===== src/rtl/csel_pipe_subtractor_pkg.sv =====
// Shared definitions for the carry-select pipelined subtractor and its future
// comparator sibling: default width, full-adder cell and signed-overflow rule.
package csel_pipe_subtractor_pkg;

    localparam int DEFAULT_WIDTH = 16;

    // Two's-complement overflow of a - b: operand signs differ and the result sign left a's sign.
    function automatic logic sub_signed_ovf(input logic a_msb, input logic b_msb, input logic d_msb);
        return (a_msb != b_msb) && (d_msb != a_msb);
    endfunction

    // Full-adder cell returning {carry_out, sum}.
    function automatic logic [1:0] full_add(input logic x, input logic y, input logic cin);
        return {(x & y) | (x & cin) | (y & cin), x ^ y ^ cin};
    endfunction

endpackage


===== src/rtl/csel_half_sub.sv =====
// Combinational ripple of full adders computing x + y_inv + cin; the caller
// supplies the already-inverted subtrahend so this block is a plain adder.
module csel_half_sub
    import csel_pipe_subtractor_pkg::*;
#(
    parameter int W = 8
) (
    input  logic [W-1:0] x_i,
    input  logic [W-1:0] y_inv_i,
    input  logic         cin_i,
    output logic [W-1:0] sum_o,
    output logic         cout_o
);

    logic [W:0] carry_s;

    assign carry_s[0] = cin_i;

    for (genvar i = 0; i < W; i++) begin : g_fa
        assign {carry_s[i+1], sum_o[i]} = full_add(x_i[i], y_inv_i[i], carry_s[i]);
    end

    assign cout_o = carry_s[W];

endmodule


===== src/rtl/csel_pipe_subtractor.sv =====
// Two-stage pipelined subtractor: stage 1 ripples the low half and precomputes
// the high half for both carries, stage 2 selects by the low carry and forms flags.
module csel_pipe_subtractor
    import csel_pipe_subtractor_pkg::*;
#(
    parameter int WIDTH = DEFAULT_WIDTH,
    parameter int LO_W  = WIDTH / 2
) (
    input  logic             clk,
    input  logic             rst_n,
    input  logic             in_valid,
    output logic             in_ready,
    input  logic [WIDTH-1:0] a,
    input  logic [WIDTH-1:0] b,
    input  logic             borrow_in,
    output logic             out_valid,
    input  logic             out_ready,
    output logic [WIDTH-1:0] diff,
    output logic             borrow_out,
    output logic             zero,
    output logic             neg,
    output logic             ovf
);

    localparam int HI_W = WIDTH - LO_W;

    // Stage-1 registers
    logic             s1_valid_q, s1_valid_d;
    logic [LO_W-1:0]  lo_q, lo_d;
    logic             c_lo_q, c_lo_d;
    logic [HI_W-1:0]  h0_q, h0_d, h1_q, h1_d;
    logic             c0_q, c0_d, c1_q, c1_d;
    logic             a_msb_q, a_msb_d, b_msb_q, b_msb_d;

    // Stage-2 (output) registers
    logic             out_valid_q, out_valid_d;
    logic [WIDTH-1:0] diff_q, diff_d;
    logic             borrow_out_q, borrow_out_d;
    logic             zero_q, zero_d, neg_q, neg_d, ovf_q, ovf_d;

    logic [LO_W-1:0]  lo_sum_s;
    logic             lo_cout_s;
    logic [HI_W-1:0]  h0_sum_s, h1_sum_s;
    logic             h0_cout_s, h1_cout_s;
    logic             s2_free_s, in_fire_s, s1_move_s;
    logic [HI_W-1:0]  hi_sel_s;
    logic             carry_sel_s;
    logic [WIDTH-1:0] diff_sel_s;

    // Subtraction as a + ~b + ~borrow_in, so borrow_out is the inverted carry out.
    csel_half_sub #(.W(LO_W)) u_lo (
        .x_i     (a[LO_W-1:0]),
        .y_inv_i (~b[LO_W-1:0]),
        .cin_i   (~borrow_in),
        .sum_o   (lo_sum_s),
        .cout_o  (lo_cout_s)
    );

    csel_half_sub #(.W(HI_W)) u_hi0 (
        .x_i     (a[WIDTH-1:LO_W]),
        .y_inv_i (~b[WIDTH-1:LO_W]),
        .cin_i   (1'b0),
        .sum_o   (h0_sum_s),
        .cout_o  (h0_cout_s)
    );

    csel_half_sub #(.W(HI_W)) u_hi1 (
        .x_i     (a[WIDTH-1:LO_W]),
        .y_inv_i (~b[WIDTH-1:LO_W]),
        .cin_i   (1'b1),
        .sum_o   (h1_sum_s),
        .cout_o  (h1_cout_s)
    );

    assign s2_free_s = ~out_valid_q | out_ready;
    assign in_ready  = ~s1_valid_q | s2_free_s;
    assign in_fire_s = in_valid & in_ready;
    assign s1_move_s = s1_valid_q & s2_free_s;

    // High-half select by the low carry; the only place a carry crosses the half boundary.
    always_comb begin
        hi_sel_s    = c_lo_q ? h1_q : h0_q;
        carry_sel_s = c_lo_q ? c1_q : c0_q;
        diff_sel_s  = {hi_sel_s, lo_q};
    end

    // Next-state for both pipeline stages.
    always_comb begin
        s1_valid_d   = s1_valid_q;
        lo_d         = lo_q;
        c_lo_d       = c_lo_q;
        h0_d         = h0_q;
        c0_d         = c0_q;
        h1_d         = h1_q;
        c1_d         = c1_q;
        a_msb_d      = a_msb_q;
        b_msb_d      = b_msb_q;
        out_valid_d  = out_valid_q;
        diff_d       = diff_q;
        borrow_out_d = borrow_out_q;
        zero_d       = zero_q;
        neg_d        = neg_q;
        ovf_d        = ovf_q;

        if (in_fire_s) begin
            s1_valid_d = 1'b1;
            lo_d       = lo_sum_s;
            c_lo_d     = lo_cout_s;
            h0_d       = h0_sum_s;
            c0_d       = h0_cout_s;
            h1_d       = h1_sum_s;
            c1_d       = h1_cout_s;
            a_msb_d    = a[WIDTH-1];
            b_msb_d    = b[WIDTH-1];
        end else if (s1_move_s) begin
            s1_valid_d = 1'b0;
        end else begin
            s1_valid_d = s1_valid_q;
        end

        if (s1_move_s) begin
            out_valid_d  = 1'b1;
            diff_d       = diff_sel_s;
            borrow_out_d = ~carry_sel_s;
            zero_d       = (diff_sel_s == {WIDTH{1'b0}});
            neg_d        = diff_sel_s[WIDTH-1];
            ovf_d        = sub_signed_ovf(a_msb_q, b_msb_q, diff_sel_s[WIDTH-1]);
        end else if (s2_free_s) begin
            out_valid_d = 1'b0;
        end else begin
            out_valid_d = out_valid_q;
        end
    end

    // Pipeline state registers with asynchronous reset.
    always_ff @(posedge clk or negedge rst_n) begin
        if (!rst_n) begin
            s1_valid_q   <= 1'b0;
            lo_q         <= {LO_W{1'b0}};
            c_lo_q       <= 1'b0;
            h0_q         <= {HI_W{1'b0}};
            c0_q         <= 1'b0;
            h1_q         <= {HI_W{1'b0}};
            c1_q         <= 1'b0;
            a_msb_q      <= 1'b0;
            b_msb_q      <= 1'b0;
            out_valid_q  <= 1'b0;
            diff_q       <= {WIDTH{1'b0}};
            borrow_out_q <= 1'b0;
            zero_q       <= 1'b0;
            neg_q        <= 1'b0;
            ovf_q        <= 1'b0;
        end else begin
            s1_valid_q   <= s1_valid_d;
            lo_q         <= lo_d;
            c_lo_q       <= c_lo_d;
            h0_q         <= h0_d;
            c0_q         <= c0_d;
            h1_q         <= h1_d;
            c1_q         <= c1_d;
            a_msb_q      <= a_msb_d;
            b_msb_q      <= b_msb_d;
            out_valid_q  <= out_valid_d;
            diff_q       <= diff_d;
            borrow_out_q <= borrow_out_d;
            zero_q       <= zero_d;
            neg_q        <= neg_d;
            ovf_q        <= ovf_d;
        end
    end

    assign out_valid  = out_valid_q;
    assign diff       = diff_q;
    assign borrow_out = borrow_out_q;
    assign zero       = zero_q;
    assign neg        = neg_q;
    assign ovf        = ovf_q;

endmodule


===== config.mk =====
export PLATFORM = sky130hd
export DESIGN_NAME = csel_pipe_subtractor
export DESIGN_NICKNAME = d
export VERILOG_FILES = /design/src/rtl/csel_pipe_subtractor_pkg.sv /design/src/rtl/csel_half_sub.sv /design/src/rtl/csel_pipe_subtractor.sv
export SDC_FILE = /design/constraint.sdc
export NUM_CORES = 1
export LEC_CHECK = 0
export CORE_ASPECT_RATIO = 1.1
export CORE_UTILIZATION = 24
export DETAILED_ROUTE_END_ITERATION = 10
export GPL_TIMING_DRIVEN = 0
export HOLD_SLACK_MARGIN = 0.12
export SYNTH_ARGS = -nofsm -noshare
export SYNTH_HDL_FRONTEND = slang
export SYNTH_SLANG_ARGS = --single-unit

===== constraint.sdc =====
create_clock -name clk -period 1.46 [get_ports clk]
set_input_delay 0.219 -clock clk [delete_from_list [all_inputs] [get_ports clk]]
set_output_delay 0.219 -clock clk [all_outputs]
set_load 0.02 [all_outputs]

==> run metrics <==
outcome finished, violations left; violated checks setup timing; max-cap violations 0; worst setup margin -1.91 ns; post-route ant nets 0; Hold Path Stages 3; maximum net fanout on the critical path 1; Slew headroom 61.1%; sequential fraction of the synthesis area between 40% and 50%; GR Overflow Total 0; min Tclk post-route about 3.4 ns; pin count of the biggest net entering global routing 27; Clock power frac around 27%; Clk Latency, worst-skew pair 0.28 ns; switching part of the total power about 30%; Worst Skew 0.00383 ns; cells after synthesis 210; chip width around 100 microns; area grow syn2layout 43.6%; critical path launch point type primary input; port bufs 58; final critical-path share of the clock period 231%; r2r worst-path depth 4; # diodes 0; total CTS buffers 5; Req. time, crit path 1.63 ns; Combinational Power Share 31.3%; most used cell, CP fa_2; CTS Buffer Depth 2; final hold violation count 0; initial core utilization around 25%; Clock Tree Root clkbuf_16; worst-path cell chain buf_6 -> fa_2 -> fa_2 -> fa_2 -> fa_2 -> fa_2 -> fa_2 -> fa_2 -> inv_2 -> fa_2 -> mux2_4; reg2reg end a_msb_q; slowest stage cell on the critical path fa_2; # DRC 0; WHS Endpoint h1_q[0]; post-synthesis cell area 2540 sq um; Syn Area/Cell 12.1 sq um; grt peak-use layer met2; Clock Pin Slew Worst Setup and Hold Paths 0.06 ns; Placed Cells incl. Taps 412; vias in the first global route 1706; synthesized flop and latch total 50; Pleak between 1.5 and 2 nW; setup slack, reg-to-reg 0.09 ns; sequential standard cell area about 1300 sq um; Via density 3.97; FP Rows 39; Core Region 10300 sq um; H-tree depth 2; die extent in y around 110 microns; first-pass GRT wire length 8.45 mm; Max Slew Vio Count 0; Reg power frac between 40 and 50%; final total power 4.68 mW; Final Wtd Congestion 0.740; Hold WS roughly 0.28 ns; YS warnings 0; synthesized net count 271; Unique masters post-synth 25; share of layout cells above drive strength 1 about 28%; worst min path class in -> reg; area of the multi-input gates 1290 sq um; die area 11000 sq um; fillcell total 1050; 1st-iter DRT viols 44; clock sinks 50; fin nets about 340; grt met1 use 12.7%; Finished Layout Cells approximately 420; Critical Path AT roughly 3.5 ns; WL final approximately 5.2 mm; DR vias 1673; initial antenna violation count 0; slowest cell delay on critical path 0.43 ns; M3 GR Usage 2.54%; CTS tree built; hold_sp b[8]; GRT Resource Usage Total between 10% and 20%; DRT Pass-1 Iters 4; RSZ-0062 raised after global routing true; Fmax 296 MHz; routed length per instance 12.5 microns; WS Path Type in -> reg; Global Route met2 Usage between 10% and 20%; CP endpoint kind register; setup repair bufs after CTS 0; worst vdd ir 0.547 mV; pwr/cell area 1280 nW/um^2; detailed placement HPWL 4.27 mm; Reg2Reg Launch Point s1_valid_q; Final Setup Violations 18; switching pwr 1.44 mW; Worst-Margin Slew 0.584 ns; num ports 59; Pint 3.24 mW
[routing by layer]
metal,vias up,part of all wire [%]
li1,827,-
met1,808,43
met2,33,51
met3,5,4.5
met4,0,1.3
met5,-,0
[timing repair]
item                                    in CTS  in global routing
endpoints found under the setup margin      46                 22
gates resized for setup                     67                 14
pin swaps                                   23                 18
hold buffers                                 1                  0
endpoints found under the hold margin       24                  0
[registers in the layout (all words and copies together) (netlist names)]
register    count
b_msb_q         1
borrow_out      1
c1_q            1
diff           16
c0_q            1
s1_valid_q      1
ovf             1
lo_q            8
zero            1
c_lo_q          1
a_msb_q         1
out_valid       1
h0_q            8
h1_q            8
[metrics by stage]
| stage | util (%) | area, sq um | setup slack (ns) | setup TNS, ns |
|---|---|---|---|---|
| 6_report | 35.3 | 3650 | -1.91 | -18.56 |
| 5_1_grt | 35.3 | 3650 | -1.98 | -19.53 |
| 3_3_place_gp | 33.1 | 3420 | -2.73 | -101.48 |
| 4_1_cts | 35.0 | 3620 | -2.15 | -21.50 |
| 2_1_floorplan | - | 2660 | -2.07 | -20.57 |
| 3_5_place_dp | 33.2 | 3430 | -2.78 | -40.78 |
[worst max path at each step]
stage / from / to / slack (ns)
finish: b[0] / lo_q[7] / -1.91
global route: b[0] / lo_q[7] / -1.98
CTS: b[0] / lo_q[7] / -2.15
detailed placement: a[0] / lo_q[7] / -2.78
global placement: a[0] / lo_q[7] / -2.73
floorplan: a[0] / lo_q[7] / -2.07
[area by class of cell]
type                    instances  area share, %
well taps                     143           4.90
clock inverters                 1          0.823
plain buffers                   9           1.89
repair buffers                 60           16.1
multi-input cells             130           35.2
inverters                      21           3.05
flip-flops and latches         50           34.3
clock buffers                   7           3.63
[cell usage after synthesis]
cell | count | area, sq um
nand3b_1 | 1 | 7.51
mux2i_1 | 7 | 70.1
or4_4 | 1 | 11.3
nand4_1 | 1 | 6.26
o21ai_1 | 31 | 155
ha_1 | 2 | 25.0
nor2_1 | 1 | 3.75
nand2_2 | 1 | 6.26
buf_4 | 3 | 22.5
dfrtp_1 | 50 | 1250
nand2_1 | 32 | 120
nand2b_1 | 2 | 12.5
buf_8 | 1 | 15.0
inv_1 | 21 | 78.8
or4_1 | 1 | 7.51
mux2_2 | 3 | 33.8
a22oi_1 | 1 | 7.51
fa_1 | 22 | 440
mux2_1 | 16 | 180
a31oi_1 | 1 | 6.26
nor4_1 | 4 | 25.0
buf_2 | 5 | 25.0
nand2b_4 | 1 | 13.8
nor2b_1 | 1 | 6.26
nor3_2 | 1 | 10.0
[worst max-delay path, delay by kind of cell]
family	cells	cell delay (ns)
buffers and inverters	2	0.18
multiplexers	1	0.27
adder cells (fa/ha/maj)	8	2.87
[power by group through the flow]
stage / clock (mW) / combinational [mW] / sequential, mW
floorplan: 0 / 0.635 / 2.14
global placement: 0 / 1.50 / 1.98
detailed placement: 0 / 1.54 / 1.99
CTS: 1.30 / 1.47 / 1.96
global route: 1.35 / 1.62 / 2.00
finish: 1.27 / 1.47 / 1.94
[cells by family after synthesis]
| kind of cell | share of synthesized area, % |
|---|---|
| flops | 49.2 |
| fa+ha+maj | 18.3 |
| mux | 11.2 |
| buf+inv | 5.56 |
| compound gates | 6.65 |
| simple gates | 9.06 |
[layout by cell type (no fill, tap or decap), types with 5 or more instances in the layout]
cell type        count
dfrtp_1             49
nand2_1             31
clkdlybuf4s50_1     27
o21ai_1             23
fa_2                21
dlygate4sd2_1       21
inv_1               12
mux2_1              10
o21ai_2              8
mux2i_1              7
inv_2                6
buf_2                6
mux2_4               6
clkbuf_16            5
No activity file was read; power rests on OpenSTA's default activity.
==> RTL edit 1 (same flow settings) <==
`DEFAULT_WIDTH`: 16 -> 64.
--- a/src/rtl/csel_pipe_subtractor_pkg.sv
+++ b/src/rtl/csel_pipe_subtractor_pkg.sv
@@ -3,5 +3,5 @@
 package csel_pipe_subtractor_pkg;
 
-    localparam int DEFAULT_WIDTH = 16;
+    localparam int DEFAULT_WIDTH = 64;
 
     // Two's-complement overflow of a - b: operand signs differ and the result sign left a's sign.
Interface: changed (resized a, b and diff); port bits go from 59 to 203. No check against the original RTL was run, so the function may have changed too.
==> RTL edit 1 against the unedited design <==
The run still ends with setup timing left; die area grew to 3.4 times the old value; clock power grew to 4.0 times the old value; area after synthesis grew to 3.5 times the old value; worst hold slack worse by 0.14 ns; worst setup slack worse by 8.2 ns; total power grew to 3.7 times the old value; routed wire length grew to 5.0 times the old value; cell area grew to 3.5 times the old value; sequential cell count is 120 higher; critical endpoint is now lo_q[31]; largest cell class unchanged; largest power group unchanged.
==> RTL edit 1: results (changes against the unedited design) <==
[status]
outcome = finished with violations
violations = setup timing

[grt]
antenna_found_initial = 2  ; +2
grtUsageMet2 = 0.2396  ; +0.06869
grt_use_met3 = 0.04448  ; +0.01906
grt_max_degree = 94  ; +250%
grt_util_met1 = 0.1824  ; +0.05589
track_usage = 0.1446  ; +0.04384
grt_pass1_wl_um = 39810  ; +370%
grt_pass1_vias = 6869  ; +300%

[yosys]
yosysSeqAreaShare = 0.4825  ; -0.009825
synth.area.top_cells = dfrtp_1, fa_1, o21ai_0
yosys_warnings = 0  ; unchanged
synth.distinct_cells = 27  ; +8.0%
syn-num-nets = 993  ; +270%
synthTopCellsByCount = dfrtp_1, nand2_1, o21ai_0
synthArstFlopShare = 1.000  ; unchanged

[timing]
layout_setup_ws_ns = -10.12  ; -8.209 ns
fin_skew_ns = 0.01080  ; +0.006968 ns
tightest_slew_ns = 0.6865  ; +0.1024 ns
tns_ns = -468.67  ; -450.11 ns
finalSetupViolations = 91  ; +73

[worst_setup_path]
cp_top_family = adder cells
max_stage_delay_ns = 0.41  ; -0.02 ns
slowest_stage = fa_2
arrival_ns = 11.90  ; +8.36 ns
critPathMaxFanout = 1  ; unchanged

[routing]
wl_met2_um = 12780  ; +380%
top_layer_used = met5
first_pass_iters = 4  ; unchanged
dr.first_iter.drc_count = 260  ; +490%
met1Wirelength_um = 11240  ; +400%
viasPerCell = 4.203  ; +5.8%
wl_met3_um = 1749  ; +640%
routed_wl_um = 26160  ; +400%

[pwr]
p_clk_frac = 0.298  ; +0.027
max-vdd-ir-drop_mv = 0.8051  ; +47%
power.leakage_nw = 5.507  ; +240%
p_total_mw = 17.25  ; +270%
switching_power_mw = 5.880  ; +310%
p_seq_mw = 6.81  ; +250%

[clock_network]
cts.path.max_buffers = 2  ; unchanged
cts_buffers = 17  ; +12
htreeDepth = 4  ; +2
insertion_delay_ns = 0.43  ; +0.15 ns
clkTransAtPathRegs_ns = 0.07
cts_root_buf = clkbuf_16

[layout]
diodes = 0  ; unchanged
largest_register_ffs = 64  ; +48
nets = 1219  ; +260%
layout-drive-gt1-share = 0.2772  ; -0.007004

[placed_design]
dp.final_hpwl_um = 20350  ; +380%
place.gp.congestion = 0.8005  ; +8.1%
io_buffers = 202  ; +250%

[hold_path]
min_path_type = input pin to flip-flop

-- RTL edit 1: changes by cell type after synthesis, sizes merged, moves of 19 or more --
cell	delta
dfrtp	+120
mux2i	+25
inv	+49
nand2	+119
fa	+72
o21ai	+94
buf	+19
-- RTL edit 1: layout make-up --
type	count	area, um2
sequential	170	4255
buffer	37	275.3
timing repair buffer	208	2013
inverter	70	295.3
fill	3634	23430
clock inverter	15	236.5
tap	487	609.3
clock buffer	17	425.4
multi-input combinational	486	4632
-- RTL edit 1: worst paths after layout --
kind / startpoint / end / slack, ns / cells past startpoint
worst max-delay path: a[0] / lo_q[31] / -10.12 / 37
worst min-delay path: b[32] / h0_q[0] / 0.14 / 4
worst max register to register: out_valid / h0_q[28] / -0.23 / 5
worst min register to register: c1_q / c1_q / 0.47 / 2
max in group asynchronous: rst_n / lo_q[31] / 0.22 / 3
min in group asynchronous: rst_n / h0_q[17] / 0.35 / 2
-- RTL edit 1: cell families (layout without fill, tap and decap cells) --
logic type / after synthesis / in the layout / synth area share
simple gates: 192 / 192 / 0.09168
flops: 170 / 170 / 0.4825
compound gates: 131 / 131 / 0.07692
buf+inv: 108 / 347 / 0.05152
fa+ha+maj: 96 / 96 / 0.2163
mux: 67 / 67 / 0.08104
-- RTL edit 1: metrics by stage --
step / worst slack, ns / utilization / instance area, um2 / std cells
finish: -10.12 / 0.3523 / 12740 / 1490
global route: -10.40 / 0.3523 / 12740 / 1490
global placement: -11.07 / 0.3247 / 11750 / 1453
detailed placement: -11.12 / 0.3256 / 11780 / 1454
floorplan: -10.04 / - / 9114 / 764
CTS: -10.18 / 0.3456 / 12500 / 1487
-- RTL edit 1: timing repair --
action,in CTS,in global routing
setup buffers,0,4
endpoints found under the hold margin,77,0
endpoints found under the setup margin,236,143
pin swaps,4,11
hold buffers,1,0
resized for setup,159,60
==> RTL edit 2 (same settings) <==
Without the edit above. Make the reset (`rst_n`) synchronous in one clocked block. Comments in the files are not updated.
--- a/src/rtl/csel_pipe_subtractor.sv
+++ b/src/rtl/csel_pipe_subtractor.sv
@@ -134,5 +134,5 @@
 
     // Pipeline state registers with asynchronous reset.
-    always_ff @(posedge clk or negedge rst_n) begin
+    always_ff @(posedge clk) begin
         if (!rst_n) begin
             s1_valid_q   <= 1'b0;
Function: differs if rst_n is asserted again (counterexample within 4 cycles, from zero or initial values and one cycle with rst_n low); with rst_n held inactive, the same outputs for 10 cycles.
==> RTL edit 2 against the unedited design <==
The flow still finishes with violations (setup timing); fmax increased by 2.4%; clock power down 41%; clock skew about the same; sequential cell count is the same; count of clock-buffer cells in the layout unchanged; cell count rose by 12%; routed wire length up 25%; area after synthesis fell by 0.34%; total power is 35% lower; cell area decreased by 2.3%; worst setup slack gained 0.078 ns; largest power group unchanged.
==> RTL edit 2: results (changes against the unedited design) <==
[status]
outcome = finished with violations
violations = setup timing

[hold_path]
hp-start = b[0]
hold_depth = 3  ; unchanged
holdPathEnd = lo_q[0]

[layout]
layout-drive-gt1-share = 0.2356  ; -0.04852
regArea_um2 = 1005  ; -20%
fillers = 1084  ; +3.2%
fin_cells = 471  ; +12%
nets = 392  ; +16%
multiInputGateArea_um2 = 1476  ; +15%
diodes = 0  ; unchanged

[placed_design]
dp.cells = 462  ; +12%
dp.final_hpwl_um = 5258  ; +23%
place.gp.congestion = 0.7984  ; +7.9%
placed_area_um2 = 3411  ; -0.69%
io_buffers = 58  ; unchanged

[worst_setup_path]
worstRegToRegCells = 3  ; -1
r2r_setup_slack_ns = 0.05  ; -0.04 ns
timing.rr.end = zero
reg2reg_from = c_lo_q

[grt]
grt_pass1_wl_um = 10750  ; +27%
grt_pass1_vias = 2180  ; +28%
antenna_found_initial = 0  ; unchanged
track_usage = 0.1257  ; +0.02492
grt_max_degree = 14  ; -48%

[yosys]
ys.flop_type = dfxtp_1
synthTopCellsByCount = dfxtp_1, a21oi_1, a211oi_1
yosysSeqAreaShare = 0.3953  ; -0.09711
synthArstFlopShare = 0  ; -1.000
synth.area.top_cells = dfxtp_1, fa_1, a21oi_1
syn-num-nets = 325  ; +20%
synth.distinct_cells = 32  ; +28%
synth_cells = 264  ; +26%

[timing]
fin_skew_ns = 0.003796  ; -0.00003477 ns
layout_setup_ws_ns = -1.836  ; +0.07788 ns
max-slew-margin-rel = 0.6167  ; +0.006156
tns_ns = -18.61  ; -0.05090 ns
finalSetupViolations = 19  ; +1

[clock_network]
cts_buffers = 5  ; unchanged
cts.path.max_buffers = 2  ; unchanged
clkTransAtPathRegs_ns = 0.08  ; +0.02 ns
insertion_delay_ns = 0.30  ; +0.02 ns
cts_root_buf = clkbuf_8

[floorplanning]
fp.dieW_um = 99.94  ; -0.17%

[routing]
dr.first_iter.drc_count = 70  ; +59%
viasPerCell = 4.701  ; +18%
post_drt_wl_per_cell_um = 13.92  ; +12%

[pwr]
power.leakage_nw = 1.343  ; -17%
max-vdd-ir-drop_mv = 0.3503  ; -36%

==> RTL edit 2: worst max-delay path, cell delays in order <==
cell	delay [ns]
buf_8	0.08
inv_8	0.02
fa_2	0.38
fa_2	0.40
fa_2	0.35
fa_2	0.36
fa_2	0.35
fa_2	0.35
fa_2	0.34
inv_2	0.07
fa_2	0.43
nand3_2	0.07
a21oi_2	0.05
==> RTL edit 2: logic make-up (layout without fill, tap and decap cells) <==
logic type	Yosys count	in the layout	synth area share
AND/OR/NAND/NOR	35	35	0.07956
multiplexers	9	9	0.03557
adder cells (fa/ha/maj)	24	24	0.1838
buffers and inverters	47	114	0.07460
flip-flops	50	50	0.3953
AO/OA/AOI/OAI	99	99	0.2312
==> RTL edit 2: metal layers <==
metal	vias to the layer above	track usage	share of wire
li1	1072	-	-
met1	1082	0.1651	0.45
met2	55	0.2103	0.49
met3	5	0.02416	0.047
met4	0	0.03466	0.012
met5	-	0	0
==> RTL edit 2: worst max path at each step <==
stage,from,end
floorplan,a[0],lo_q[7]
global placement,a[0],lo_q[7]
detailed placement,a[0],lo_q[7]
CTS,b[0],lo_q[7]
global route,a[0],lo_q[7]
finish,a[0],lo_q[7]
==> RTL edit 2: stage by stage <==
step,hold WS (ns),power (mW),util,worst slack (ns)
3_5_place_dp,0.4741,2.325,0.3384,-2.653
2_1_floorplan,0.3667,1.987,-,-1.929
6_report,0.2864,3.050,0.3536,-1.836
5_1_grt,0.2842,3.241,0.3536,-1.906
3_3_place_gp,0.4656,2.308,0.3384,-2.627
4_1_cts,0.2929,3.071,0.3498,-2.104
==> RTL edit 2: power by group <==
part           total [mW]  switching [mW]  leakage (nW)  internal [mW]
combinational       0.745           0.384         0.891          0.361
sequential           1.55          0.0808         0.413           1.47
clock               0.754           0.423        0.0383          0.331
==> RTL edit 2: final cells by class <==
class	count	area share
clock buffers	7	0.02141
inverters	25	0.03545
repair buffers	60	0.1643
flip-flops and latches	50	0.2819
multi-input cells	167	0.4142
plain buffers	22	0.03370
well taps	140	0.04914
==> RTL edit 2: repair_timing <==
item | in CTS | in global routing
pin swaps | 22 | 19
cloned | 0 | 0
setup endpoints to repair | 68 | 37
setup buffers | 0 | 2
gates resized for setup | 86 | 15
